**src/rtl/alu_pkg.sv**
```systemverilog
// Shared op-codes, FSM state encoding and small decode helpers for the sequential ALU.
package alu_pkg;

  localparam logic [3:0] ADD = 4'h0;
  localparam logic [3:0] RSH = 4'h1;
  localparam logic [3:0] LSH = 4'h2;
  localparam logic [3:0] NOT = 4'h3;
  localparam logic [3:0] AND = 4'h4;
  localparam logic [3:0] OR  = 4'h5;
  localparam logic [3:0] XOR = 4'h6;
  localparam logic [3:0] CMP = 4'h7;
  localparam logic [3:0] MUL = 4'h8;

  typedef enum logic [1:0] {
    IDLE = 2'd0,
    BUSY = 2'd1,
    DONE = 2'd2
  } alu_state_t;

  // Ops whose carry/shift-out is captured into the CF register.
  function automatic logic op_loads_cf(input logic [3:0] op);
    return (op == ADD) || (op == RSH) || (op == LSH);
  endfunction

endpackage

```
**src/rtl/alu_seq_if.sv**
```systemverilog
// Operand/result bus of alu_seq, plus the FSM state as a debug observation point.
interface alu_seq_if #(parameter int WIDTH = 8);
  import alu_pkg::*;

  // Handshake: a transfer occurs on a rising edge where valid && ready are both high.
  // The producer holds its payload stable while valid is high and ready is low;
  // valid never depends combinationally on ready.
  logic             in_valid;
  logic             in_ready;
  logic [WIDTH-1:0] A;
  logic [WIDTH-1:0] B;
  logic             c_in;
  logic             use_cf;
  logic [3:0]       op;

  logic             out_valid;
  logic             out_ready;
  logic [WIDTH-1:0] C;
  logic             c_out;
  logic             a_larger;
  logic             equal;
  logic             zero;
  logic             cf;

  alu_state_t       state;

  modport master (
    output in_valid, A, B, c_in, use_cf, op, out_ready,
    input  in_ready, out_valid, C, c_out, a_larger, equal, zero, cf, state
  );

  modport slave (
    input  in_valid, A, B, c_in, use_cf, op, out_ready,
    output in_ready, out_valid, C, c_out, a_larger, equal, zero, cf, state
  );

endinterface

```
**src/rtl/alu_mul_seq.sv**
```systemverilog
// Unsigned WIDTH x WIDTH shift-add multiplier, one product bit per clock.
module alu_mul_seq #(
  parameter int WIDTH = 8
) (
  input  logic             clk,
  input  logic             rst,
  input  logic             start,
  input  logic [WIDTH-1:0] A,
  input  logic [WIDTH-1:0] B,
  output logic             done,
  output logic [WIDTH-1:0] prod_lo,
  output logic [WIDTH-1:0] prod_hi
);

  localparam int CW = $clog2(WIDTH);

  logic [WIDTH-1:0]   mcand;
  logic [2*WIDTH-1:0] acc;
  logic [CW-1:0]      cnt;
  logic               busy;
  logic [WIDTH:0]     sum;

  // Upper half accumulates; lower half holds the not-yet-consumed multiplier bits.
  assign sum = {1'b0, acc[2*WIDTH-1:WIDTH]} + (acc[0] ? {1'b0, mcand} : {(WIDTH+1){1'b0}});

  always_ff @(posedge clk or posedge rst) begin
    if (rst) begin
      mcand <= '0;
      acc   <= '0;
      cnt   <= '0;
      busy  <= 1'b0;
      done  <= 1'b0;
    end else begin
      done <= 1'b0;
      if (start) begin
        mcand <= A;
        acc   <= {{WIDTH{1'b0}}, B};
        cnt   <= '0;
        busy  <= 1'b1;
      end else if (busy) begin
        acc <= {sum, acc[WIDTH-1:1]};
        cnt <= cnt + CW'(1);
        if (cnt == CW'(WIDTH - 1)) begin
          busy <= 1'b0;
          done <= 1'b1;
        end
      end
    end
  end

  assign prod_lo = acc[WIDTH-1:0];
  assign prod_hi = acc[2*WIDTH-1:WIDTH];

endmodule

```
**src/rtl/alu_seq.sv**
```systemverilog
// Registered ALU with valid/ready handshake and carry-flag register.
// Define ALU_MUL_EN to make op 8 a multi-cycle unsigned multiply; otherwise op 8 is reserved.
module alu_seq
  import alu_pkg::*;
#(
  parameter int WIDTH = 8
) (
  input  logic       clk,
  input  logic       rst,
  alu_seq_if.slave   bus
);

  alu_state_t       state, next_state;
  logic             in_ready;
  logic             accept;
  logic             is_mul;
  logic             ci;
  logic             cf_q;
  logic [WIDTH-1:0] core_c;
  logic             core_co;
  logic             mul_done;
  logic [WIDTH-1:0] prod_lo;
  logic [WIDTH-1:0] prod_hi;
  logic [WIDTH-1:0] c_q;
  logic             c_out_q;
  logic             a_larger_q;
  logic             equal_q;
  logic             zero_q;

  assign ci = bus.use_cf ? cf_q : bus.c_in;

`ifdef ALU_MUL_EN
  assign is_mul = (bus.op == MUL);

  alu_mul_seq #(.WIDTH(WIDTH)) u_mul (
    .clk     (clk),
    .rst     (rst),
    .start   (accept && is_mul),
    .A       (bus.A),
    .B       (bus.B),
    .done    (mul_done),
    .prod_lo (prod_lo),
    .prod_hi (prod_hi)
  );
`else
  assign is_mul   = 1'b0;
  assign mul_done = 1'b0;
  assign prod_lo  = '0;
  assign prod_hi  = '0;
`endif

  // Single-cycle core; any op not listed (reserved extended ops) yields zero.
  always_comb begin
    core_c  = '0;
    core_co = 1'b0;
    case (bus.op)
      ADD: {core_co, core_c} = {1'b0, bus.A} + {1'b0, bus.B} + {{WIDTH{1'b0}}, ci};
      RSH: begin
        core_c  = {ci, bus.A[WIDTH-1:1]};
        core_co = bus.A[0];
      end
      LSH: begin
        core_c  = {bus.A[WIDTH-2:0], ci};
        core_co = bus.A[WIDTH-1];
      end
      NOT:     core_c = ~bus.A;
      AND:     core_c = bus.A & bus.B;
      OR:      core_c = bus.A | bus.B;
      XOR:     core_c = bus.A ^ bus.B;
      CMP:     core_c = bus.A ^ bus.B;
      default: core_c = '0;
    endcase
  end

  always_ff @(posedge clk or posedge rst) begin
    if (rst) state <= IDLE;
    else     state <= next_state;
  end

  always_comb begin
    next_state = state;
    in_ready   = 1'b0;
    case (state)
      IDLE: in_ready = 1'b1;
      BUSY: if (mul_done) next_state = DONE;
      DONE: if (bus.out_ready) begin
        in_ready   = 1'b1;
        next_state = IDLE;
      end
      default: next_state = IDLE;
    endcase
    if (rst) in_ready = 1'b0;
    accept = bus.in_valid && in_ready;
    if (accept) next_state = is_mul ? BUSY : DONE;
  end

  // Comparison flags come from the accepted operands even for a multiply.
  always_ff @(posedge clk or posedge rst) begin
    if (rst) begin
      c_q        <= '0;
      c_out_q    <= 1'b0;
      a_larger_q <= 1'b0;
      equal_q    <= 1'b0;
      zero_q     <= 1'b0;
      cf_q       <= 1'b0;
    end else begin
      if (accept) begin
        a_larger_q <= (bus.A > bus.B);
        equal_q    <= (bus.A == bus.B);
      end
      if (accept && !is_mul) begin
        c_q     <= core_c;
        c_out_q <= core_co;
        zero_q  <= (core_c == '0);
        if (op_loads_cf(bus.op)) cf_q <= core_co;
      end else if (state == BUSY && mul_done) begin
        c_q     <= prod_lo;
        c_out_q <= |prod_hi;
        zero_q  <= (prod_lo == '0);
        cf_q    <= |prod_hi;
      end
    end
  end

  assign bus.in_ready  = in_ready;
  assign bus.out_valid = (state == DONE);
  assign bus.C         = c_q;
  assign bus.c_out     = c_out_q;
  assign bus.a_larger  = a_larger_q;
  assign bus.equal     = equal_q;
  assign bus.zero      = zero_q;
  assign bus.cf        = cf_q;
  assign bus.state     = state;

endmodule
```
**src/flat_wrapper.sv**
```systemverilog
// flat-port wrapper written by rule: the top's interface ports become plain ports
module alu_seq_flat import alu_pkg::*;
#(
  parameter int WIDTH = 8
)
  (clk, rst, bus_in_valid, bus_A, bus_B, bus_c_in, bus_use_cf, bus_op, bus_out_ready, bus_in_ready, bus_out_valid, bus_C, bus_c_out, bus_a_larger, bus_equal, bus_zero, bus_cf, bus_state);
  alu_seq_if #(.WIDTH(WIDTH)) bus_i ();
  input  logic clk;
  input  logic rst;
  input wire logic [$bits(bus_i.in_valid)-1:0] bus_in_valid;
  input wire logic [$bits(bus_i.A)-1:0] bus_A;
  input wire logic [$bits(bus_i.B)-1:0] bus_B;
  input wire logic [$bits(bus_i.c_in)-1:0] bus_c_in;
  input wire logic [$bits(bus_i.use_cf)-1:0] bus_use_cf;
  input wire logic [$bits(bus_i.op)-1:0] bus_op;
  input wire logic [$bits(bus_i.out_ready)-1:0] bus_out_ready;
  output wire logic [$bits(bus_i.in_ready)-1:0] bus_in_ready;
  output wire logic [$bits(bus_i.out_valid)-1:0] bus_out_valid;
  output wire logic [$bits(bus_i.C)-1:0] bus_C;
  output wire logic [$bits(bus_i.c_out)-1:0] bus_c_out;
  output wire logic [$bits(bus_i.a_larger)-1:0] bus_a_larger;
  output wire logic [$bits(bus_i.equal)-1:0] bus_equal;
  output wire logic [$bits(bus_i.zero)-1:0] bus_zero;
  output wire logic [$bits(bus_i.cf)-1:0] bus_cf;
  output wire logic [$bits(bus_i.state)-1:0] bus_state;
  assign bus_i.in_valid = bus_in_valid;
  assign bus_i.A = bus_A;
  assign bus_i.B = bus_B;
  assign bus_i.c_in = bus_c_in;
  assign bus_i.use_cf = bus_use_cf;
  assign bus_i.op = bus_op;
  assign bus_i.out_ready = bus_out_ready;
  assign bus_in_ready = bus_i.in_ready;
  assign bus_out_valid = bus_i.out_valid;
  assign bus_C = bus_i.C;
  assign bus_c_out = bus_i.c_out;
  assign bus_a_larger = bus_i.a_larger;
  assign bus_equal = bus_i.equal;
  assign bus_zero = bus_i.zero;
  assign bus_cf = bus_i.cf;
  assign bus_state = bus_i.state;
  alu_seq #(.WIDTH(WIDTH)) u_core (.clk(clk), .rst(rst), .bus(bus_i));
endmodule
```
**config.mk**
```make
export PLATFORM = sky130hd
export DESIGN_NAME = alu_seq_flat
export DESIGN_NICKNAME = d
export VERILOG_FILES = /design/src/rtl/alu_pkg.sv /design/src/rtl/alu_seq_if.sv /design/src/rtl/alu_mul_seq.sv /design/src/rtl/alu_seq.sv /design/src/flat_wrapper.sv
export SDC_FILE = /design/constraint.sdc
export NUM_CORES = 1
export LEC_CHECK = 0
export CAP_MARGIN = 20
export CORE_UTILIZATION = 40
export CTS_CLUSTER_SIZE = 14
export DETAILED_ROUTE_END_ITERATION = 10
export HOLD_SLACK_MARGIN = 0.05
export PLACE_DENSITY_LB_ADDON = 0.3
export SLEW_MARGIN = 40
export SYNTH_ARGS = -nofsm -noshare
export SYNTH_HDL_FRONTEND = slang
export SYNTH_SLANG_ARGS = --single-unit
```
**constraint.sdc**
```tcl
create_clock -name clk -period 4.4 [get_ports clk]
set_input_delay 0.66 -clock clk [delete_from_list [all_inputs] [get_ports clk]]
set_output_delay 0.66 -clock clk [all_outputs]
set_load 0.03 [all_outputs]
```
# After elaboration in Yosys (flattened, before gate mapping)
# Index checks and enable logic that the tools add are counted.
# op_classes
addsub,2
magnitude_cmp,1
eq_ne,12
muxes,9
bitwise_logic,4
n_reduce_logical,10
# op_table
cell,n
$pmux 8 s7,1
$eq 4x3->1 const B,4
$add 8x8->9,1
$add 9x1->9,1
$and 8x8->8,1
$eq 4x2->1 const B,2
$eq 8x8->1,1
$gt 8x8->1,1
$logic_not 8->1,1
$not 8->8,1
$or 8x8->8,1
$xor 8x8->8,1
$eq 4x1->1 const B,1
$logic_not 4->1,1
$mux 2,2
$pmux 2 s2,1
$reduce_and 2->1,2
$reduce_or 2->1,2
$mux 1,3
$ne 3x2->1 const B,1
$pmux 1 s3,1
$eq 2x1->1 const B,1
$eq 2x2->1 const B,1
$logic_not 2->1,1
4 further kinds,5
# word_totals
reg_bits,15
in_bits,26
wordCells,45

# Longest topological paths before layout
# Gate-level depths: netlist (run 1).
# logic_depth
word_depth,6
ltp_mapped,10
ltp_nobuf,10

# Least setup slack after synthesis (run 1)
# No wires, ideal clock.
# synth_path
path_type,input -> register
from,in bus_use_cf
to,reg u_core.c_q[6] (netlist: u_core.bus.C[6])
setup_ps,125
arrival_ps,2828
t_required_ps,4275
slack_ps,1447
path_stages,10
path_cell_list,mux2_2 fa_1 inv_1 fa_1 nand2b_2 a2111o_1 nand4_2 mux2i_1 a211o_1 mux2_2
# synth_via
elab_chain_len,3
# synth_rtl
element,line,source
start: declaration,flat_wrapper.sv:14,input wire logic [$bits(bus_i.use_cf)-1:0] bus_use_cf;
$mux 1,alu_seq.sv:30,assign ci = bus.use_cf ? cf_q : bus.c_in;
$add 9x1->9,alu_seq.sv:57,"ADD: {core_co, core_c} = {1'b0, bus.A} + {1'b0, bus.B} + {{WIDTH{1'b0}}, ci};"
$pmux 8 s7,alu_seq.sv:56,case (bus.op)
end signal: assignment,alu_seq.sv:112,c_q <= core_c;
end signal: assignment,alu_seq.sv:117,c_q <= prod_lo;
end: declaration,alu_seq.sv:24,logic [WIDTH-1:0] c_q;
# Every way passes these cells.
# A chain may end at the register's enable or synchronous reset.

# Final worst setup path (run 1)
# Ends and elaborated chain as after synthesis.

==> metrics.md, run 1 <==
| Metric | Value |
|---|---|
| Root buffer cell | `clkbuf_8` |
| Worst setup path category | `primary input to register` |
| Worst Skew | `1.970 ps` |
| Worst path depth | `11` |
| Worst setup SP type | `primary input` |
| Crit path cell chain | `clkdlybuf4s50_1, mux2_2, fa_1, inv_1, fa_1, nand2b_2, a2111o_1, nand4_2, mux2i_1, a211o_1, mux2_2` |
| TritonCTS Buffers | `3` |
| WHS | `482.5 ps` |
| Register bit total from synthesis | `14` |
| Largest net degree at the start of global routing | `23` |
| Initial cell density of the core | `42.87%` |
| Synthesis-to-finish area growth | `21.79%` |
| Outcome | `complete, but fails checks` |
| CP Data Required Time | `4530 ps` |
| Worst Setup SP | `bus_use_cf` |
| Global-route wire length before repair | `8.148 mm` |
| DIE HEIGHT | `71.25 um` |
| CP max stage delay | `440 ps` |
| Max-slew headroom | `54.34%` |
| Global-route usage over all layers | `20.20%` |
| Clock sinks | `14` |
| # Post-CTS Setup Buffers | `0` |
| H-tree Lvls | `1` |
| Post-synth EDFFs | `0` |
| Cell row count | `24` |
| Count of inserted antenna diode cells | `0` |
| Post-Synthesis Cells | `241` |
| WL per Instance | `14.86 um` |
| Critical path's slowest cell | `a2111o_1` |
| Failing checks | `design-rule violations` |
| Hold Crit Class | `register to register` |
| Largest delay contributor family on the critical path | `compound AO/OA/AOI/OAI gates` |
| Reg2Reg Depth | `10` |
| CTS tree | `done` |
| Hpwl dp | `3.854 mm` |
| Die width | `71.25 um` |
| Antenna Nets Post-Route | `0` |
| Cell Area, Synth | `1918 um^2` |
| Mapped Nets | `293` |
| Die ar. | `5076 um^2` |
| Arrival time worst endpoint | `3430 ps` |
| Max Fclk | `0.3031 GHz` |
| Most frequent cells in the layout | `40 x clkdlybuf4s50_1, 28 x nand2_1, 27 x inv_1` |
| Remaining DRCs | `4` |
| CP endpoint | `u_core.bus.C[6]` |
| Fin nets | `325` |
| Critical path peak fanout | `3` |
| Slew @ Worst Pin | `682.7 ps` |
| CP bufs+invs | `2` |
| Final setup violation count | `0` |
| RR Startpoint | `u_core.bus.cf` |
| Fin. Hold Viols | `0` |
| Final setup TNS | `0 ps` |
| Synthesized area per cell | `7.959 um^2` |
| Vias | `1,819` |
| Critical Path Sink Type | `register` |
| Peak supply drop | `139.7 uV` |
| Final Slew Violations | `0` |
| Period utilization | `74.99%` |
| Ports | `43` |
| Routed Wire Length | `4.801 mm` |
| Drt pass-1 iters | `7` |
| Leak Pwr | `1.047 nW` |
| Reg-to-Reg End | `u_core.bus.C[6]` |
| Max_cap viols | `0` |
| Share of cells above drive strength 1 | `8.856%` |
| Tot Pwr | `534.5 uW` |
| Final Util | `52.21%` |
| DRT iter0 DRCs | `115` |
| Yosys cell types | `53` |
| Post_cts resized | `0` |
| Unrepaired setup endpoints after global routing | `no` |
| Hold-fix buffers, CTS | `0` |
| Final Worst Setup Slack | `1101 ps` |
| Core Region | `4474 um^2` |
| Sequential area share after synthesis | `18.26%` |
| Skew-Pair Late Insertion Delay | `250 ps` |
| IO buf count | `41` |
| Place WS | `845.6 ps` |
| Syn. warnings | `0` |
| Vias per inst | `5.632` |
| Most common cell after layout, fill and taps aside | `clkdlybuf4s50_1` |
| Clock transition at path regs | `50 ps` |
| Pwr dens | `228.8 nW/um^2` |
| Overflow after GRT | `0` |
| Minimum clock period | `3300 ps` |
| Vias in the first global route | `1,663` |
| Main synth FF type | `dfrtp_1` |
| R2R setup slack | `1640 ps` |
| CTS max path bufs | `2` |
| Global placement routability congestion | `0.9261` |
| FFs w/ async S/R, synth | `100.0%` |
| Initial antenna violation count | `0` |
-- how the worst min path moves through the flow --
stage                        startpoint             endpoint  cells past startpoint
global placement        u_core.bus.C[3]      u_core.bus.C[3]                      2
floorplan                           rst      u_core.bus.C[0]                      1
global route        u_core.bus.a_larger  u_core.bus.a_larger                      2
CTS                     u_core.bus.C[3]      u_core.bus.C[3]                      2
finish                  u_core.bus.C[3]      u_core.bus.C[3]                      2
detailed placement      u_core.bus.C[3]      u_core.bus.C[3]                      2
-- flip-flops by register name, summed over array words and instances, names as in the netlist --
signal               flops
u_core.bus.C             8
u_core.bus.a_larger      1
u_core.bus.state         1
u_core.bus.cf            1
u_core.bus.equal         1
u_core.bus.c_out         1
u_core.bus.zero          1
-- worst min-delay path: cells and delay by family, from the launching register on --
kind             cells  cell delay [ps]
AND/OR/NAND/NOR      1               50
flip-flops           1              340
AO/OA/AOI/OAI        1               60
-- cell families (layout without fill, tap and decap cells) --
kind of cell | after synthesis | count (layout) | synth area share (%)
simple gates | 76 | 76 | 21.46
other cells | 1 | 1 | 0.1955
xor+xnor | 3 | 3 | 1.370
fa+ha+maj | 26 | 26 | 17.74
mux | 14 | 14 | 8.024
flops | 14 | 14 | 18.27
compound gates | 64 | 64 | 21.98
buf+inv | 43 | 73 | 10.96
-- power breakdown --
group	total [mW]	switching [mW]	internal [mW]
Clock	0.104	0.0439	0.0606
Sequential	0.158	0.0104	0.148
Combinational	0.272	0.153	0.118
-- per-layer routing --
metal  track usage (%)  wire length [um]  share of wire (%)
met1             28.89              2181                 45
met2             30.05              2117                 44
met3             4.501               346                7.2
met4             6.889               157                3.3
met5                 0                 0                  0
-- cells in the mapped netlist, types with 4 or more instances --
cell type / count / area share (%)
a21oi_1: 14 / 3.7
buf_4: 8 / 3.1
dfrtp_1: 14 / 18
ha_1: 24 / 16
inv_1: 27 / 5.3
mux2_2: 11 / 6.5
nand2_1: 28 / 5.5
nor2_1: 13 / 2.5
nor2b_1: 4 / 1.3
nor3_1: 5 / 1.3
o21ai_0: 17 / 4.4
-- per-stage QoR --
step	instances	instance area, um^2
floorplan	241	1918
finish	323	2336
detailed placement	320	2300
CTS	323	2341
global route	323	2336
global placement	320	2300
-- area by class of cell --
class	count	area, um^2
multi-input cells	184	1358
inverters	27	101.3
fillers	434	2138
flip-flops and latches	14	350.3
clock buffers	3	41.29
well taps	52	65.06
repair buffers	43	420.4
Power figures use the tool's default switching activity.
==> run 2, diff against run 1 <==
clock period = 2.9 ns   (was 4.4 ns; I/O delays follow)
==> run 2 against run 1 <==
  * The run still ends with design-rule violations left
  * Hold slack gained 1.6 ps
  * Non-clock buffer count grew 28
  * Flip-flop and latch count is the same
  * Register-to-register slack lost 1400 ps
  * Routed wire length grew 6.6%
  * Power grew 67%
  * Worst setup slack lost 1000 ps
  * Clock skew grew 1.7 ps
  * Combinational power grew 70%
  * Sequential share of layout area shrank 1.5 points
  * Via count grew 4.7%
  * First-iteration DRC count grew 34%
  * Critical endpoint unchanged
  * Largest cell class unchanged
==> metrics.md, run 2 (synthesis results as in run 1) <==
| Metric | Value |
|---|---|
| Register area | `350.3 um^2 (unchanged)` |
| Minimum clock period | `2806 ps` |
| Global placement routability congestion | `0.9289 (+0.30%)` |
| Final setup TNS | `0 ps (unchanged)` |
| Arrival time worst endpoint | `2940 ps (-490 ps)` |
| Max_cap viols | `0 (unchanged)` |
| Initial cell density of the core | `42.87% (unchanged)` |
| Leak Pwr | `1.233 nW (+18%)` |
| Max Fclk | `0.3564 GHz` |
| Worst setup path category | `primary input to register` |
| Core Region | `4474 um^2 (unchanged)` |
| Global-route track usage on met3 | `3.235% (-1.3 points)` |
| Global-route usage over all layers | `21.07% (+0.87 points)` |
| Clock transition at path regs | `60 ps (about the same)` |
| Crit path cell chain | `clkdlybuf4s50_1, fa_2, inv_2, fa_2, nand2b_4, a2111o_1, nand4_2, mux2i_1, a211o_1, mux2_4` |
| Root buffer cell | `clkbuf_8` |
| Busiest grt layer | `met2` |
| Fin. Hold Viols | `0 (unchanged)` |
| Global-route wire length before repair | `8.556 mm (+5.0%)` |
| Fin nets | `353 (+8.6%)` |
| Synthesis-to-finish area growth | `35.68%` |
| WL per Instance | `14.54 um (-2.2%)` |
| Hold path depth | `2 (unchanged)` |
| Count of inserted antenna diode cells | `0 (unchanged)` |
| Hold-fix buffers, CTS | `0 (unchanged)` |
| DIE HEIGHT | `71.25 um (unchanged)` |
| Die ar. | `5076 um^2 (unchanged)` |
| Period utilization | `96.77%` |
| CP max stage delay | `510 ps (+70 ps)` |
| Worst Skew | `3.697 ps (+1.727 ps)` |
| Worst setup SP type | `primary input` |
| CP Data Required Time | `3030 ps (-1500 ps)` |
| Worst Setup SP | `bus_A[0]` |
| Hpwl dp | `4.113 mm (+6.7%)` |
| Initial antenna violation count | `0 (unchanged)` |
| Filler cell count in the final layout | `416 (-4.1%)` |
| IO buf count | `41 (unchanged)` |
| Vias | `1,905 (+4.7%)` |
| Drt pass-1 iters | `7 (unchanged)` |
| Failing checks | `design-rule violations` |
| Final cell count without fillers | `352 (+9.0%)` |
| Remaining DRCs | `4 (unchanged)` |
| Multi-input logic area | `1375 um^2 (+1.3%)` |
| Share of cells above drive strength 1 | `18.33% (+9.5 points)` |
| Critical path peak fanout | `2 (-1)` |
| Outcome | `complete, but fails checks` |
| Max reg flops | `8 (unchanged)` |
| Cell row count | `24 (unchanged)` |
| R2R setup slack | `270 ps (-1370 ps)` |
| Met2 usage | `33.86% (+3.8 points)` |
| Pwr dens | `343.6 nW/um^2 (+50%)` |
| WHS Endpoint | `u_core.bus.C[5]` |
| H-tree Lvls | `1 (unchanged)` |
| Largest net degree at the start of global routing | `33 (+43%)` |
| DRT iter0 DRCs | `154 (+34%)` |
| Slew @ Worst Pin | `518.8 ps (-164.0 ps)` |
| Critical Path Sink Type | `register` |
| Vias in the first global route | `1,777 (+6.9%)` |
| Final Slew Violations | `0 (unchanged)` |
| Overflow after GRT | `0 (unchanged)` |
| TritonCTS Buffers | `3 (unchanged)` |
| Most common cell after layout, fill and taps aside | `clkdlybuf4s50_1` |
| Met1 Resource Use GR | `30.17% (+1.3 points)` |
| Most frequent CP cell | `fa_2` |
| Reg2Reg Depth | `10 (unchanged)` |
| Die width | `71.25 um (unchanged)` |
| Clock sinks | `14 (unchanged)` |
| Antenna Nets Post-Route | `0 (unchanged)` |
| Final setup violation count | `0 (unchanged)` |
| Most frequent cells in the layout | `38 x clkdlybuf4s50_1, 29 x buf_4, 28 x nand2_1` |
| RR Startpoint | `u_core.bus.cf` |
| Hold Crit Class | `register to register` |
| Reg-to-Reg End | `u_core.bus.C[6]` |
| Max-slew headroom | `65.38% (+11 points)` |
| Peak supply drop | `203.0 uV (+45%)` |
| Min-delay src | `u_core.bus.C[5]` |
| CTS max path bufs | `2 (unchanged)` |
| Tot Pwr | `894.3 uW (+67%)` |
| Ports | `43 (unchanged)` |
| Critical path's slowest cell | `clkdlybuf4s50_1` |
| Unrepaired setup endpoints after global routing | `no` |
| Vias per inst | `5.412 (-3.9%)` |
| Skew-Pair Late Insertion Delay | `250 ps (about the same)` |
| CTS tree | `done` |
| Routed Wire Length | `5.117 mm (+6.6%)` |
| Placed Cells incl. Taps | `347 (+8.4%)` |
-- run 2: what timing repair did --
action | CTS | global route
setup buffers | 0 | 1
gates resized for setup | 2 | 7
pin swaps | 3 | 4
hold endpoints to repair | 0 | 0
setup endpoints to repair | 2 | 5
-- run 2: worst max path at each step --
stage	to	slack (ps)	cells after the start
final	u_core.bus.C[6]	90	10
after global routing	u_core.bus.C[6]	10	10
after CTS	u_core.bus.C[6]	30	11
after detailed placement	u_core.bus.C[6]	-340	11
after global placement	u_core.bus.C[6]	-290	11
after floorplan	u_core.bus.C[6]	100	10
-- run 2: per-stage QoR --
step	worst slack, ps	utilization, %	hold slack (ps)	cell area, um^2
global placement	-289.1	56.21	470.4	2515
detailed placement	-340.7	56.21	478.6	2515
CTS	27.77	57.58	492.2	2576
finish	93.80	58.17	484.1	2603
global route	10.56	58.17	520.2	2603
floorplan	100.3	-	324.2	1918
-- run 2: routing by layer --
layer | vias up | part of all wire (%)
met4 | 0 | 1.6
met2 | 71 | 45
met3 | 15 | 6.8
met1 | 857 | 47
li1 | 962 | -
met5 | - | 0
-- run 2: power by group --
group / internal (mW) / switching (mW) / total, mW
clock: 0.120 / 0.0728 / 0.193
sequential: 0.224 / 0.0146 / 0.239
combinational: 0.218 / 0.244 / 0.462
-- run 2: worst max-delay path: cells and delay by family --
kind | cells | cell delay [ps]
compound gates | 2 | 760
fa+ha+maj | 2 | 600
buf+inv | 2 | 550
mux | 2 | 350
simple gates | 2 | 240
-- run 2: final cells by class --
type | instances | area share (%)
multi-input cells | 184 | 52.84
repair buffers | 71 | 25.19
flip-flops and latches | 14 | 13.46
inverters | 27 | 3.894
well taps | 52 | 2.500
clock buffers | 4 | 2.115
